[src/rtl/pulse_arb_pkg.sv]
// Shared types, default sizes and the round-robin pick helper for pulse_event_arbiter.
package pulse_arb_pkg;

    localparam int DEF_N_CH  = 4;
    localparam int DEF_CNT_W = 8;
    localparam int MAX_CH    = 16;

    typedef enum logic {
        SLOT_EMPTY,
        SLOT_OFFER
    } slot_state_t;

    typedef struct packed {
        logic       found;
        logic [3:0] idx;
    } rr_pick_t;

    // First set bit at or after ptr, wrapping within the n_ch live channels.
    function automatic rr_pick_t rr_pick(input logic [MAX_CH-1:0] pend,
                                         input int ptr,
                                         input int n_ch);
        rr_pick_t   r;
        int         idx;
        logic [3:0] sel;
        r = '0;
        for (int k = 0; k < MAX_CH; k++) begin
            idx = ptr + k;
            if (idx >= n_ch) idx = idx - n_ch;
            sel = 4'(idx);
            if (k < n_ch && !r.found && pend[sel]) begin
                r.found = 1'b1;
                r.idx   = sel;
            end
        end
        return r;
    endfunction

endpackage

[src/rtl/rising_edge_capture.sv]
// One channel of level-to-pulse: remembers the previous level and flags a 0->1 step.
module rising_edge_capture (
    input  logic clk,
    input  logic reset,
    input  logic x_i,
    output logic rise_o
);

    logic prev_q;

    // NOTE: clocked state is written with <= so every flop samples pre-edge values.
    always_ff @(posedge clk or posedge reset) begin
        if (reset) prev_q <= 1'b0;
        else       prev_q <= x_i;
    end

    assign rise_o = x_i & ~prev_q;

endmodule

[src/rtl/pulse_event_arbiter.sv]
// Latches rising edges per channel and serialises them round-robin onto a valid/ready port.
// Define PULSE_ARB_DROP_CNT_EN to add the saturating drop_cnt output.
module pulse_event_arbiter
    import pulse_arb_pkg::*;
#(
    parameter int N_CH = DEF_N_CH
`ifdef PULSE_ARB_DROP_CNT_EN
    , parameter int CNT_W = DEF_CNT_W
`endif
) (
    input  logic                    clk,
    input  logic                    reset,
    input  logic [N_CH-1:0]         X,
    input  logic                    out_ready,
    output logic                    out_valid,
    output logic [$clog2(N_CH)-1:0] out_id,
    output logic [N_CH-1:0]         pending,
    output logic                    overflow
`ifdef PULSE_ARB_DROP_CNT_EN
    , output logic [CNT_W-1:0]      drop_cnt
`endif
);

    localparam int ID_W = $clog2(N_CH);

    logic [N_CH-1:0] rise;
    logic [N_CH-1:0] pending_q, pending_d;
    logic [N_CH-1:0] grant_oh;
    logic [N_CH-1:0] dropped;
    logic [ID_W-1:0] id_q, id_d;
    logic [ID_W-1:0] rr_q, rr_d;
    logic            overflow_q, overflow_d;
    logic            load;
    slot_state_t     state_q, state_d;
    rr_pick_t        pick;

    for (genvar i = 0; i < N_CH; i++) begin : g_cap
        rising_edge_capture u_cap (
            .clk    (clk),
            .reset  (reset),
            .x_i    (X[i]),
            .rise_o (rise[i])
        );
    end

    // NOTE: every signal gets a default first so no path through the block infers a latch.
    always_comb begin
        state_d  = state_q;
        id_d     = id_q;
        rr_d     = rr_q;
        grant_oh = '0;
        load     = (state_q == SLOT_EMPTY) || out_ready;
        pick     = rr_pick(MAX_CH'(pending_q), int'(rr_q), N_CH);
        if (load) begin
            if (pick.found) begin
                state_d  = SLOT_OFFER;
                id_d     = ID_W'(pick.idx);
                grant_oh = N_CH'(1) << pick.idx;
                rr_d     = (int'(pick.idx) == N_CH - 1) ? '0 : ID_W'(pick.idx) + 1'b1;
            end else begin
                state_d = SLOT_EMPTY;
            end
        end
    end

    // An edge on a bit that stays pending past this cycle has nowhere to go.
    assign dropped    = rise & pending_q & ~grant_oh;
    assign pending_d  = (pending_q & ~grant_oh) | rise;
    assign overflow_d = overflow_q | (|dropped);

    always_ff @(posedge clk or posedge reset) begin
        if (reset) begin
            state_q    <= SLOT_EMPTY;
            id_q       <= '0;
            rr_q       <= '0;
            pending_q  <= '0;
            overflow_q <= 1'b0;
        end else begin
            state_q    <= state_d;
            id_q       <= id_d;
            rr_q       <= rr_d;
            pending_q  <= pending_d;
            overflow_q <= overflow_d;
        end
    end

    assign out_valid = (state_q == SLOT_OFFER);
    assign out_id    = id_q;
    assign pending   = pending_q;
    assign overflow  = overflow_q;

`ifdef PULSE_ARB_DROP_CNT_EN
    localparam logic [CNT_W-1:0] CNT_MAX = '1;

    logic [CNT_W-1:0] cnt_q, cnt_d;
    logic [CNT_W+4:0] cnt_sum;

    always_comb begin
        cnt_sum = {5'b0, cnt_q};
        for (int i = 0; i < N_CH; i++) cnt_sum = cnt_sum + (CNT_W+5)'(dropped[i]);
        cnt_d = (cnt_sum > {5'b0, CNT_MAX}) ? CNT_MAX : cnt_sum[CNT_W-1:0];
    end

    always_ff @(posedge clk or posedge reset) begin
        if (reset) cnt_q <= '0;
        else       cnt_q <= cnt_d;
    end

    assign drop_cnt = cnt_q;
`endif

endmodule

[config.mk]
export PLATFORM = sky130hd
export DESIGN_NAME = pulse_event_arbiter
export DESIGN_NICKNAME = d
export VERILOG_FILES = /design/src/rtl/pulse_arb_pkg.sv /design/src/rtl/rising_edge_capture.sv /design/src/rtl/pulse_event_arbiter.sv
export SDC_FILE = /design/constraint.sdc
export NUM_CORES = 1
export LEC_CHECK = 0
export CORE_MARGIN = 2
export CORE_UTILIZATION = 52
export DETAILED_ROUTE_END_ITERATION = 12
export GPL_TIMING_DRIVEN = 0
export PLACE_DENSITY = 0.76
export SLEW_MARGIN = 20
export SYNTH_ARGS = -nofsm -noshare
export SYNTH_HDL_FRONTEND = slang
export SYNTH_SLANG_ARGS = --single-unit
[constraint.sdc]
create_clock -name clk -period 3 [get_ports clk]
set_input_delay 0.6 -clock clk [delete_from_list [all_inputs] [get_ports clk]]
set_output_delay 0.6 -clock clk [all_outputs]
set_load 0.005 [all_outputs]
======== Yosys cells after proc, flatten, opt, wreduce, memory -nomap -nowiden ========
Cells that the tools add are included.
operators by class
  add/sub/neg operators ................... 8
  order comparisons ....................... 8
  eq/ne operators ......................... 1
  shift-type cells ........................ 1
  multiplexer cells ....................... 20
  bitwise gates (word level) .............. 15
  reductions and logical operators ........ 9
operators with widths
  operator                                                               number
  4-bit 2-to-1 mux                                                       6
  4-bit by 5-bit < comparator with 1-bit output, second input constant   4
  5-bit 2-to-1 mux                                                       4
  1-bit binary-select mux with 4-bit select                              4
  4-bit bitwise AND                                                      3
  3-bit by 3-bit subtractor with 4-bit output, second input constant     3
  3-bit >= comparator, second input constant                             3
  2-bit by 2-bit adder with 3-bit output, second input constant          2
  1-bit 2-to-1 mux                                                       5
  1-bit NOT                                                              5
  1-bit bitwise AND                                                      4
  4-bit by 3-bit equality test with 1-bit output, second input constant  1
  4-bit NOT                                                              1
  4-bit OR                                                               1
  4-bit OR reduction                                                     1
  1-bit by 4-bit << shifter with 4-bit output, first input constant      1
  2-bit by 3-bit subtractor with 4-bit output, second input constant     1
  2-bit by 1-bit adder with 3-bit output, second input constant          1
  2-bit by 3-bit >= comparator with 1-bit output, second input constant  1
  1-bit logical AND                                                      3
  1-bit logical NOT                                                      3
  2-bit by 1-bit adder with 2-bit output, second input constant          1
  2-bit 2-to-1 mux                                                       1
  2-bit AND reduction                                                    1
  2 further kinds                                                        2
word-level totals
  register bits ........................... 14
  input bits .............................. 7
  output and inout port bits .............. 8
  logic and storage cells ................. 71

======== Longest topological paths before layout ========
Gate-level depths: netlist of the first run.
  depth after elaboration ................. 21
  mapped depth ............................ 10
  gate-level depth less buffers ........... 8

======== Hierarchy ========
From an unflattened synthesis of the first run, not the netlist that was laid out.
second synthesis, totals
  cells, all modules ...................... 98
  area total of the unflattened synthesis .. 994.7 sq um
by module, submodules not included
  module               times used  cells each  area each (sq um)  sequential area each (sq um)
  pulse_event_arbiter  1           86          824.5              250.2
  rising_edge_capture  4           3           42.5               25.0

======== Least setup slack after synthesis of the first run ========
Ideal clock, no wire load.
  path type ............................... reg-to-reg
  from .................................... register rr_q[0]
  to ...................................... register overflow_q, in the netlist overflow
  setup time .............................. 0.104 ns
  arrival time ............................ 2.261 ns
  required time ........................... 2.896 ns
  slack ................................... 0.635 ns
  stages on the path, launching flop included .. 11
  path buffers ............................ 2
  clock period less this slack ............ 2.365 ns
  cell sequence ........................... dfrtp_1 buf_6 inv_1 ha_1 buf_2 or3b_2 o22ai_2 o22ai_2 nand2_1 nor3b_1 o311ai_1
between the ends
  cells in the longest elaborated chain, start to end .. 21
  elaborated cells on any way between the ends .. 40
  classes of those cells .................. add/sub: 7; order compare: 4; shift: 1; mux: 18; bitwise: 3; reduce/logical: 7
RTL lines
  element                                                                               RTL line                   source
  start: declaration                                                                    pulse_event_arbiter.sv:31  logic [ID_W-1:0] rr_q, rr_d;
  start signal: assignment                                                              pulse_event_arbiter.sv:81  rr_q <= rr_d;
  branches (longest 13 deep; another with 3-bit by 3-bit subtractor with 4-bit output)  n/a
  5-bit 2-to-1 mux (*)                                                                  pulse_arb_pkg.sv:30        if (k < n_ch && !r.found && pend[sel]) begin
  1-bit by 4-bit << shifter with 4-bit output                                           pulse_event_arbiter.sv:58  grant_oh = N_CH'(1) << pick.idx;
  4-bit 2-to-1 mux (*)                                                                  pulse_event_arbiter.sv:55  if (pick.found) begin
  4-bit 2-to-1 mux (*)                                                                  pulse_event_arbiter.sv:54  if (load) begin
  4-bit NOT (*)                                                                         pulse_event_arbiter.sv:67  assign dropped = rise & pending_q & ~grant_oh;
  4-bit bitwise AND (*)                                                                 pulse_event_arbiter.sv:67
  4-bit OR reduction (*)                                                                pulse_event_arbiter.sv:69  assign overflow_d = overflow_q | (|dropped);
  1-bit OR (*)                                                                          pulse_event_arbiter.sv:69
  net overflow_d                                                                        pulse_event_arbiter.sv:32  logic overflow_q, overflow_d;
  end signal: assignment                                                                pulse_event_arbiter.sv:83  overflow_q <= overflow_d;
  end: declaration                                                                      pulse_event_arbiter.sv:32
Mark *: on every way through the listed nets, which the timed path passes. The select of a mux whose other input is x is not followed.
A chain may end at the register's enable or synchronous reset.

======== Worst setup path after layout of the first run ========
Ends and elaborated chain as after synthesis.

==> metrics.md, run 1 <==
| Metric | Value |
|---|---|
| Max Cap Violations | 0 |
| Reg clk slew, reported paths | 0.09 ns |
| Syn nets | 109 |
| Die ar. | 2270 um^2 |
| Residual DRC | 0 |
| Largest net degree at the start of global routing | 15 |
| Cell area power density | 1250 nW/um^2 |
| Final hold violations | 0 |
| Initial core utilization | 56.2% |
| Initial drt markers | 13 |
| CTS tree | built |
| Period utilisation layout | 90.6% |
| CTS buffer count | 3 |
| Final Critical Period | 2.72 ns |
| Worst-Skew Late Latency | 0.28 ns |
| CTS Sinks | 14 |
| Crit path arrival time | 2.90 ns |
| Placer congestion estimate | 0.863 |
| Antenna cells | 0 |
| Dpl cells | 138 |
| WL final | 2140 um |
| Die width | 47.7 um |
| M1 wire length | 952 um |
| Post-place setup slack | 0.321 ns |
| Async SR Flop Fraction | 100% |
| # nets final | 128 |
| Cell Area, Synth | 992 um^2 |
| Post-synthesis register bit count | 14 |
| Post-Layout Cell Count | 142 |
| Hold Crit Class | flip-flop to flip-flop |
| Max-slew headroom | 63.4% |
| Grt total ovfl | 0 |
| Number of global-route vias before repair | 770 |
| Status | finished clean |
| Crit-path leading delay family | simple AND/OR/NAND/NOR gates |
| Initial antenna violation count | 0 |
| First-pass iteration count of the detailed router | 4 |
| I/O Buffers | 14 |
| Average wire per standard cell | 15.0 um |
| DR vias | 820 |
| Crit path max fanout | 10 |
| Num rows | 15 |
| Io pins | 15 |
| Htree depth | 1 |
| Area Growth Syn to Fin | 20.9% |
| Multi-input gate area | 578 um^2 |
| Post-synth EDFFs | 0 |
| Root Driver | clkbuf_4 |
| CP Launch Type | flip-flop |
| DR top layer | met4 |
| Crit-path max cell delay | 0.48 ns |
| Final ANT Viol Nets | 0 |
| CTS Buffer Depth | 2 |
| Sequence of cells on the critical path | buf_6 > inv_1 > ha_1 > buf_2 > or3b_2 > o22ai_2 > o22ai_2 > nand2_1 > nor3b_1 > o311ai_1 |
| Synth Flop Type | dfrtp_1 |
| Gr usage total | 22.3% |
| F_max | 368 MHz |
| Routed vias/inst | 5.77 |
| Fin Setup TNS | 0 ns |
| RSZ-0062 raised after global routing | false |
| Netlist cell types | 41 |
| Sequential share of the synthesized area | 35.3% |
| Core ar. | 1760 um^2 |
| Fillers | 156 |
| Critical path class | flip-flop to flip-flop |
| Peak supply drop | 827 uV |
| # resized after CTS | 0 |
| Share of layout cells above drive strength 1 | 20.5% |
| Cells after synthesis | 99 |
| Final setup viols | 0 |
| Worst slew pin tran | 0.548 ns |
| Leakage power | 0.000490 uW |
| Syn avg cell area | 10.0 um^2 |
| Die H | 47.7 um |
| Clock skew | 0.00148 ns |
| CP endpoint kind | flip-flop |
| First-pass GRT wire length | 3480 um |
| CP max-delay cell | or3b_2 |
| CP bufs+invs | 3 |
| CTS Hold Bufs | 0 |
| DR WL met2 | 1100 um |
| Slew Limit Fails | 0 |
| Sequential cell area | 350 um^2 |
| Synth Warn # | 0 |
| Final WS setup | 0.282 ns |
| Crit path top cell by count | o22ai_2 |
| WL met3 | 64 um |
| Detailed Place HPWL | 1620 um |
| Worst Path Required | 3.18 ns |
| Setup bufs post-CTS | 0 |
routing by layer:
metal | vias to the layer above | GRT usage (%)
met2 | 17 | 36.5
met3 | 4 | 3.40
met4 | 0 | 7.57
met1 | 399 | 30.0
met5 | - | 0
li1 | 400 | -
flip-flops by register name (all words and copies together) (netlist names):
name and cells:
g_cap.u_cap.prev_q 4, out_id 2, out_valid 1, overflow 1
pending 4, rr_q 2
power by group:
| group | switching, uW | internal, uW | leakage [uW] |
|---|---|---|---|
| registers | 61.9 | 252 | 0.000153 |
| clock network | 62.3 | 73.8 | 0.0000210 |
| logic | 551 | 502 | 0.000316 |
| total | 675 | 827 | 0.000490 |
layout make-up:
class	count	area share [%]
buffer	6	2.82
clock buffer	4	3.02
inverter	8	2.50
multi-input combinational	71	48.2
sequential	14	29.2
tap	25	2.61
timing repair buffer	14	11.7
cell families after synthesis:
logic type | share of synthesized area [%]
AO/OA/AOI/OAI | 21.9
XOR/XNOR | 2.65
adder cells (fa/ha/maj) | 3.78
buffers and inverters | 6.43
flip-flops | 35.3
multiplexers | 14.1
AND/OR/NAND/NOR | 15.8
cells in the mapped netlist, types with 2 or more instances:
| cell type | count | area (um^2) |
|---|---|---|
| dfrtp_1 | 14 | 350 |
| inv_1 | 8 | 30.0 |
| mux2_2 | 6 | 67.6 |
| mux2i_1 | 5 | 50.1 |
| o21ai_0 | 5 | 25.0 |
| nand2_1 | 4 | 15.0 |
| a21oi_1 | 3 | 15.0 |
| buf_2 | 3 | 15.0 |
| ha_1 | 3 | 37.5 |
| nand2b_1 | 3 | 18.8 |
| nand3b_1 | 3 | 22.5 |
| nor2_1 | 3 | 11.3 |
| xnor2_1 | 3 | 26.3 |
| a211o_1 | 2 | 17.5 |
| clkbuf_1 | 2 | 7.51 |
| nand3_1 | 2 | 10.0 |
| nor3_1 | 2 | 10.0 |
| nor3b_1 | 2 | 15.0 |
| o21ai_1 | 2 | 10.0 |
| o22ai_2 | 2 | 25.0 |
| or3_1 | 2 | 12.5 |
path summary, 6_finish.rpt:
path,depth (start not counted),start,slack (ns),to
setup / recovery,10,rr_q[0],0.28,overflow
hold / removal,1,g_cap[3].u_cap.prev_q,0.45,pending[3]
setup reg to reg,10,rr_q[0],0.28,overflow
hold reg to reg,1,g_cap[3].u_cap.prev_q,0.45,pending[3]
max in group asynchronous,2,reset,1.98,pending[3]
min in group asynchronous,2,reset,0.66,pending[1]
stage by stage:
stage,hold slack [ns],total power [uW],area (um^2),utilization (%)
2_1_floorplan,0.406,1110,992,-
3_3_place_gp,0.425,1330,1160,66.0
3_5_place_dp,0.431,1360,1160,66.0
4_1_cts,0.443,1510,1200,68.0
5_1_grt,0.465,1630,1200,68.0
6_report,0.447,1500,1200,68.0
placed cells by master, fill, tap and decap left out, drive strengths merged, types with 3 or more instances in the layout:
| cell | synthesis | final |
|---|---|---|
| a21oi | 3 | 3 |
| o21ai | 7 | 7 |
| nor2 | 3 | 3 |
| dfrtp | 14 | 14 |
| nand2b | 3 | 3 |
| clkdlybuf4s50 | 0 | 14 |
| mux2i | 5 | 5 |
| inv | 8 | 8 |
| nand2 | 4 | 4 |
| xnor2 | 3 | 3 |
| nand3b | 3 | 3 |
| ha | 3 | 3 |
| clkbuf | 2 | 6 |
| mux2 | 6 | 6 |
| buf | 4 | 4 |
Power figures use the tool's default switching activity.
==> inputs of run 2 (changes only) <==
- SKIP_LAST_GASP: not set -> 1
==> results of run 2 <==
Same layout as run 1: the final DEF is identical, and so are final timing and power.
==> RTL edit 1 (config.mk and constraints of run 2) <==
Put one more register stage on the output `overflow`, with the module's reset. The value now appears one clock later. The other outputs are not delayed to match.
--- a/src/rtl/pulse_event_arbiter.sv
+++ b/src/rtl/pulse_event_arbiter.sv
@@ -87,7 +87,13 @@
     assign out_valid = (state_q == SLOT_OFFER);
     assign out_id    = id_q;
     assign pending   = pending_q;
-    assign overflow  = overflow_q;
+    always_ff @(posedge clk or posedge reset) begin
+        if (reset) begin
+            overflow <= '0;
+        end else begin
+            overflow <= overflow_q;
+        end
+    end
 
 `ifdef PULSE_ARB_DROP_CNT_EN
     localparam logic [CNT_W-1:0] CNT_MAX = '1;
Function: changed (Yosys sat finds a counterexample within 4 cycles, from zero or initial values and one cycle with reset high).
==> RTL edit 1 against run 2 <==
Sequential cell count increased by 1; core utilization decreased by 0.14 points; area after synthesis increased by 0.76%; worst setup slack got worse by 25 ps; critical path depth decreased by 1; wire length decreased by 2.6%; design area decreased by 0.21%; count of clock-buffer cells in the layout unchanged; total power decreased by 12%; global-route usage decreased by 0.095 points; clock skew increased by 2.8 ps; final cell count increased by 1.4%; critical endpoint is now overflow_q$_DFF_PP0_; highest routed layer unchanged.
==> RTL edit 1: results (changes against run 2) <==
Slowest Stage Delay on Critical Path - 600 ps (+120 ps)
VDD IR max - 679 uV (-18%)
Outcome - completed
Synth Area in XOR/XNOR - 0.00876 (-0.0177)
Post-synthesis sequential area ratio - 0.375 (+0.0224)
R2R depth - 9 (-1)
First-pass GRT wire length - 3430 um (-1.4%)
Nets@finish - 130 (+1.6%)
Met2 WL post-DR - 1010 um (-7.8%)
Routed WL - 2080 um (-2.6%)
DR WL/cell - 14.5 um (-4.0%)
Pre-CTS setup slack - 97.9 ps (-223 ps)
Placed insts - 141 (+2.2%)
Starting DRT DRC Count - 17 (+4)
Max Freq - 0.365 GHz (-0.91%)
Via density - 5.73 (-0.79%)
Post-synthesis adder-cell area fraction - 0.0375 (-0.000284)
Dpl hpwl - 1560 um (-3.4%)
Met2 GRT Util - 0.341 (-0.0240)
Slowest CP cell - mux4_2
Ranking of synthesized cells by area - dfrtp_1 38%, mux2i_1 5.0%, ha_1 3.8%
Met3 wire len - 88 um (+38%)
GP Congestion - 0.920 (+6.6%)
Leakage - 0.481 nW (-1.7%)
Complex-gate fraction of the synthesized area - 0.232 (+0.0121)
Gr usage total - 0.222 (-0.000948)
Met1 Use GR - 0.301 (+0.00165)
Cell count after synthesis - 102 (+3.0%)
List of most frequent post-synthesis cells - 15 x dfrtp_1, 9 x nand2_1, 7 x a21oi_1, 7 x inv_1
Vias in the first global route - 741 (-3.8%)
## RTL edit 1: cell count changes after synthesis, moves of 3 or more
cell and delta:
mux2_2 -5, nand2_1 +5, a21oi_1 +4, nor2b_1 +4, o21ai_0 -4, nand3b_1 -3
## RTL edit 1: metrics by stage
stage	util	cell area, um^2	hold WS [ps]
after floorplan	-	1000	354
after global placement	0.664	1170	381
after detailed placement	0.664	1170	379
after CTS	0.679	1200	404
after global routing	0.679	1200	403
final	0.679	1200	407
## RTL edit 1: area by class of cell
cell class | count | area, um^2
fill | 144 | 567
multi-input combinational | 72 | 544
sequential | 15 | 375
timing repair buffer | 14 | 140
buffer | 7 | 53.8
tap | 25 | 31.3
clock buffer | 4 | 26.3
inverter | 7 | 26.3
## RTL edit 1: power by group
group	internal (W)	total (W)	leakage [nW]	switching, W
combinational	0.000412	0.000898	0.305	0.000486
clock	0.0000517	0.000116	0.0150	0.0000638
sequential	0.000258	0.000303	0.161	0.0000451
total	0.000722	0.00132	0.481	0.000595
==> RTL edit 2 (settings of run 2) <==
Without the edit above. The package constant `MAX_CH` goes from 16 to 15.
--- a/src/rtl/pulse_arb_pkg.sv
+++ b/src/rtl/pulse_arb_pkg.sv
@@ -3,7 +3,7 @@
 
     localparam int DEF_N_CH  = 4;
     localparam int DEF_CNT_W = 8;
-    localparam int MAX_CH    = 16;
+    localparam int MAX_CH    = 15;
 
     typedef enum logic {
         SLOT_EMPTY,
Function: kept (equiv_simple and equiv_induct, registers matched by name and starting in step).
==> RTL edit 2 against run 2 <==
Sequential cell count did not move; design area increased by 4.6%; global-route usage down 0.94 points; total power decreased by 1.9%; count of clock-buffer cells in the layout did not move; worst setup slack worse by 130 ps; area after synthesis is 5.7% higher; wire length increased by 9.7%; critical path type unchanged; highest routed layer unchanged.
==> RTL edit 2: results (changes against run 2) <==
Worst-path fanout max - 10 (unchanged)
Worst EP arrival - 3030 ps (+130 ps)
Dpl hpwl - 1730 um (+6.6%)
Outcome - completed
Min-delay src - g_cap[0].u_cap.prev_q$_DFF_PP0_
R2R depth - 11 (+1)
Clk slew on worst S/H paths - 90 ps (about the same)
Asr flop ratio synth - 1.00 (unchanged)
Crit path kind - flop to flop
Synth Warn # - 0 (unchanged)
Starting DRT DRC Count - 36 (+23)
Drt first pass iters - 4 (unchanged)
VDD IR max - 597 uV (-28%)
Nets@finish - 140 (+9.4%)
CP endpoint - pending[1]$_DFF_PP0_
Synth cell types - 45 (+9.8%)
Total congestion overflow - 0 (unchanged)
Worst Hold Class - flop to flop
Layout Utilization - 0.653 (-0.0271)
Worst-Skew Late Latency - 290 ps
Routed WL - 2340 um (+9.7%)
Input/output buffers - 14 (unchanged)
GP Congestion - 0.866 (+0.30%)
List of most frequent post-synthesis cells - 14 x dfrtp_1, 11 x nand2_1, 7 x inv_1, 6 x a21oi_1, 5 x nor2_1
RR Startpoint - rr_q[0]$_DFFE_PP0P_
Slowest Stage Delay on Critical Path - 430 ps (-50 ps)
Largest net degree at the start of global routing - 15 (unchanged)
Vias in the first global route - 888 (+15%)
Via density - 5.78 (+0.10%)
Ranking of synthesized cells by area - dfrtp_1 33%, ha_1 4.8%, mux4_2 4.3%
ANT cells - 0 (unchanged)
Max capacitance violation total - 0 (unchanged)
Layout Skew - 6.55 ps (+5.07 ps)
H-tree depth - 1 (unchanged)
Synth Net Count - 122 (+12%)
Initial antenna violation count - 0 (unchanged)
Slew HR - 0.637 (+0.00313)
Share of post-route cells with drive strength above 1 - 0.164 (-0.0411)
Dpl cell area - 0.00122 mm^2 (+5.1%)
Root buf cell - clkbuf_4
Slowest CP cell - mux4_2
TritonCTS buffer count - 3 (unchanged)
Gr usage total - 0.213 (-0.00935)
Reg2reg setup slack - 150 ps (-130 ps)
First-pass GRT wire length - 3970 um (+14%)
Worst-case clock buffer depth - 2 (unchanged)
Leakage - 0.539 nW (+10%)
Post-synthesis sequential area ratio - 0.334 (-0.0190)
CP delay by family, top - buffers and inverters
## RTL edit 2: cell types whose count changed after synthesis, sizes merged, moves of 3 or more
cell   delta
nand2     +7
buf       +3
xnor2     -3
a21oi     +4
## RTL edit 2: report_power, final
group,switching (W),internal (W)
clock network,0.0000665,0.0000739
logic,0.000533,0.000496
registers,0.0000597,0.000246
total,0.000659,0.000815
## RTL edit 2: repair_timing
action | CTS | global route
resized for setup | 0 | 0
setup endpoints to repair | 0 | 5
buffers inserted | 0 | 0
## RTL edit 2: through the flow
stage               power (W)  instances  setup slack, ps  hold slack (ps)
detailed placement    0.00133        152              119              425
global route          0.00159        155             23.7              463
CTS                   0.00148        156             64.5              449
global placement      0.00129        152              173              422
finish                0.00147        155              149              448
floorplan             0.00106        111              383              406
## RTL edit 2: worst register-to-register path: stages, from the launching register on
cell      delay (ps)
dfrtp_1          390
buf_6            140
buf_6            140
inv_1            120
ha_1             400
mux4_2           430
nand2b_4         190
a21oi_2          130
a31o_1           120
buf_6            140
or3b_1           350
a22o_1           180
## RTL edit 2: kinds of logic (layout without fill, tap and decap cells)
group                    count (synthesis)  in the layout  share of synthesized area
buffers and inverters                   18             35                     0.0931
flip-flops                              14             14                      0.334
multiplexers                            11             11                      0.142
adder cells (fa/ha/maj)                  4              4                     0.0477
AO/OA/AOI/OAI                           27             27                      0.189
AND/OR/NAND/NOR                         37             37                      0.195
## RTL edit 2: how the worst min path moves through the flow
| stage | to | depth (start not counted) |
|---|---|---|
| 6_report | pending[0]$_DFF_PP0_ | 1 |
| 5_1_grt | pending[0]$_DFF_PP0_ | 1 |
| 4_1_cts | pending[0]$_DFF_PP0_ | 1 |
| 3_5_place_dp | pending[0]$_DFF_PP0_ | 1 |
| 3_3_place_gp | pending[0]$_DFF_PP0_ | 1 |
| 2_1_floorplan | pending[0]$_DFF_PP0_ | 1 |
## RTL edit 2: layout make-up
class                           count  area [um^2]
Clock buffer                        4         36.3
Multi-Input combinational cell     79          601
Inverter                            9         33.8
Tap cell                           27         33.8
Buffer                              8         60.1
Sequential cell                    14          350
Fill cell                         164          667
Timing Repair Buffer               14          140
## RTL edit 2: per-layer routing
layer | wire, um | GRT usage | part of all wire
met5 | 0 | 0 | 0
met4 | 21 | 0.0571 | 0.0090
met3 | 88 | 0.0399 | 0.038
met2 | 1180 | 0.384 | 0.50
met1 | 1060 | 0.260 | 0.45
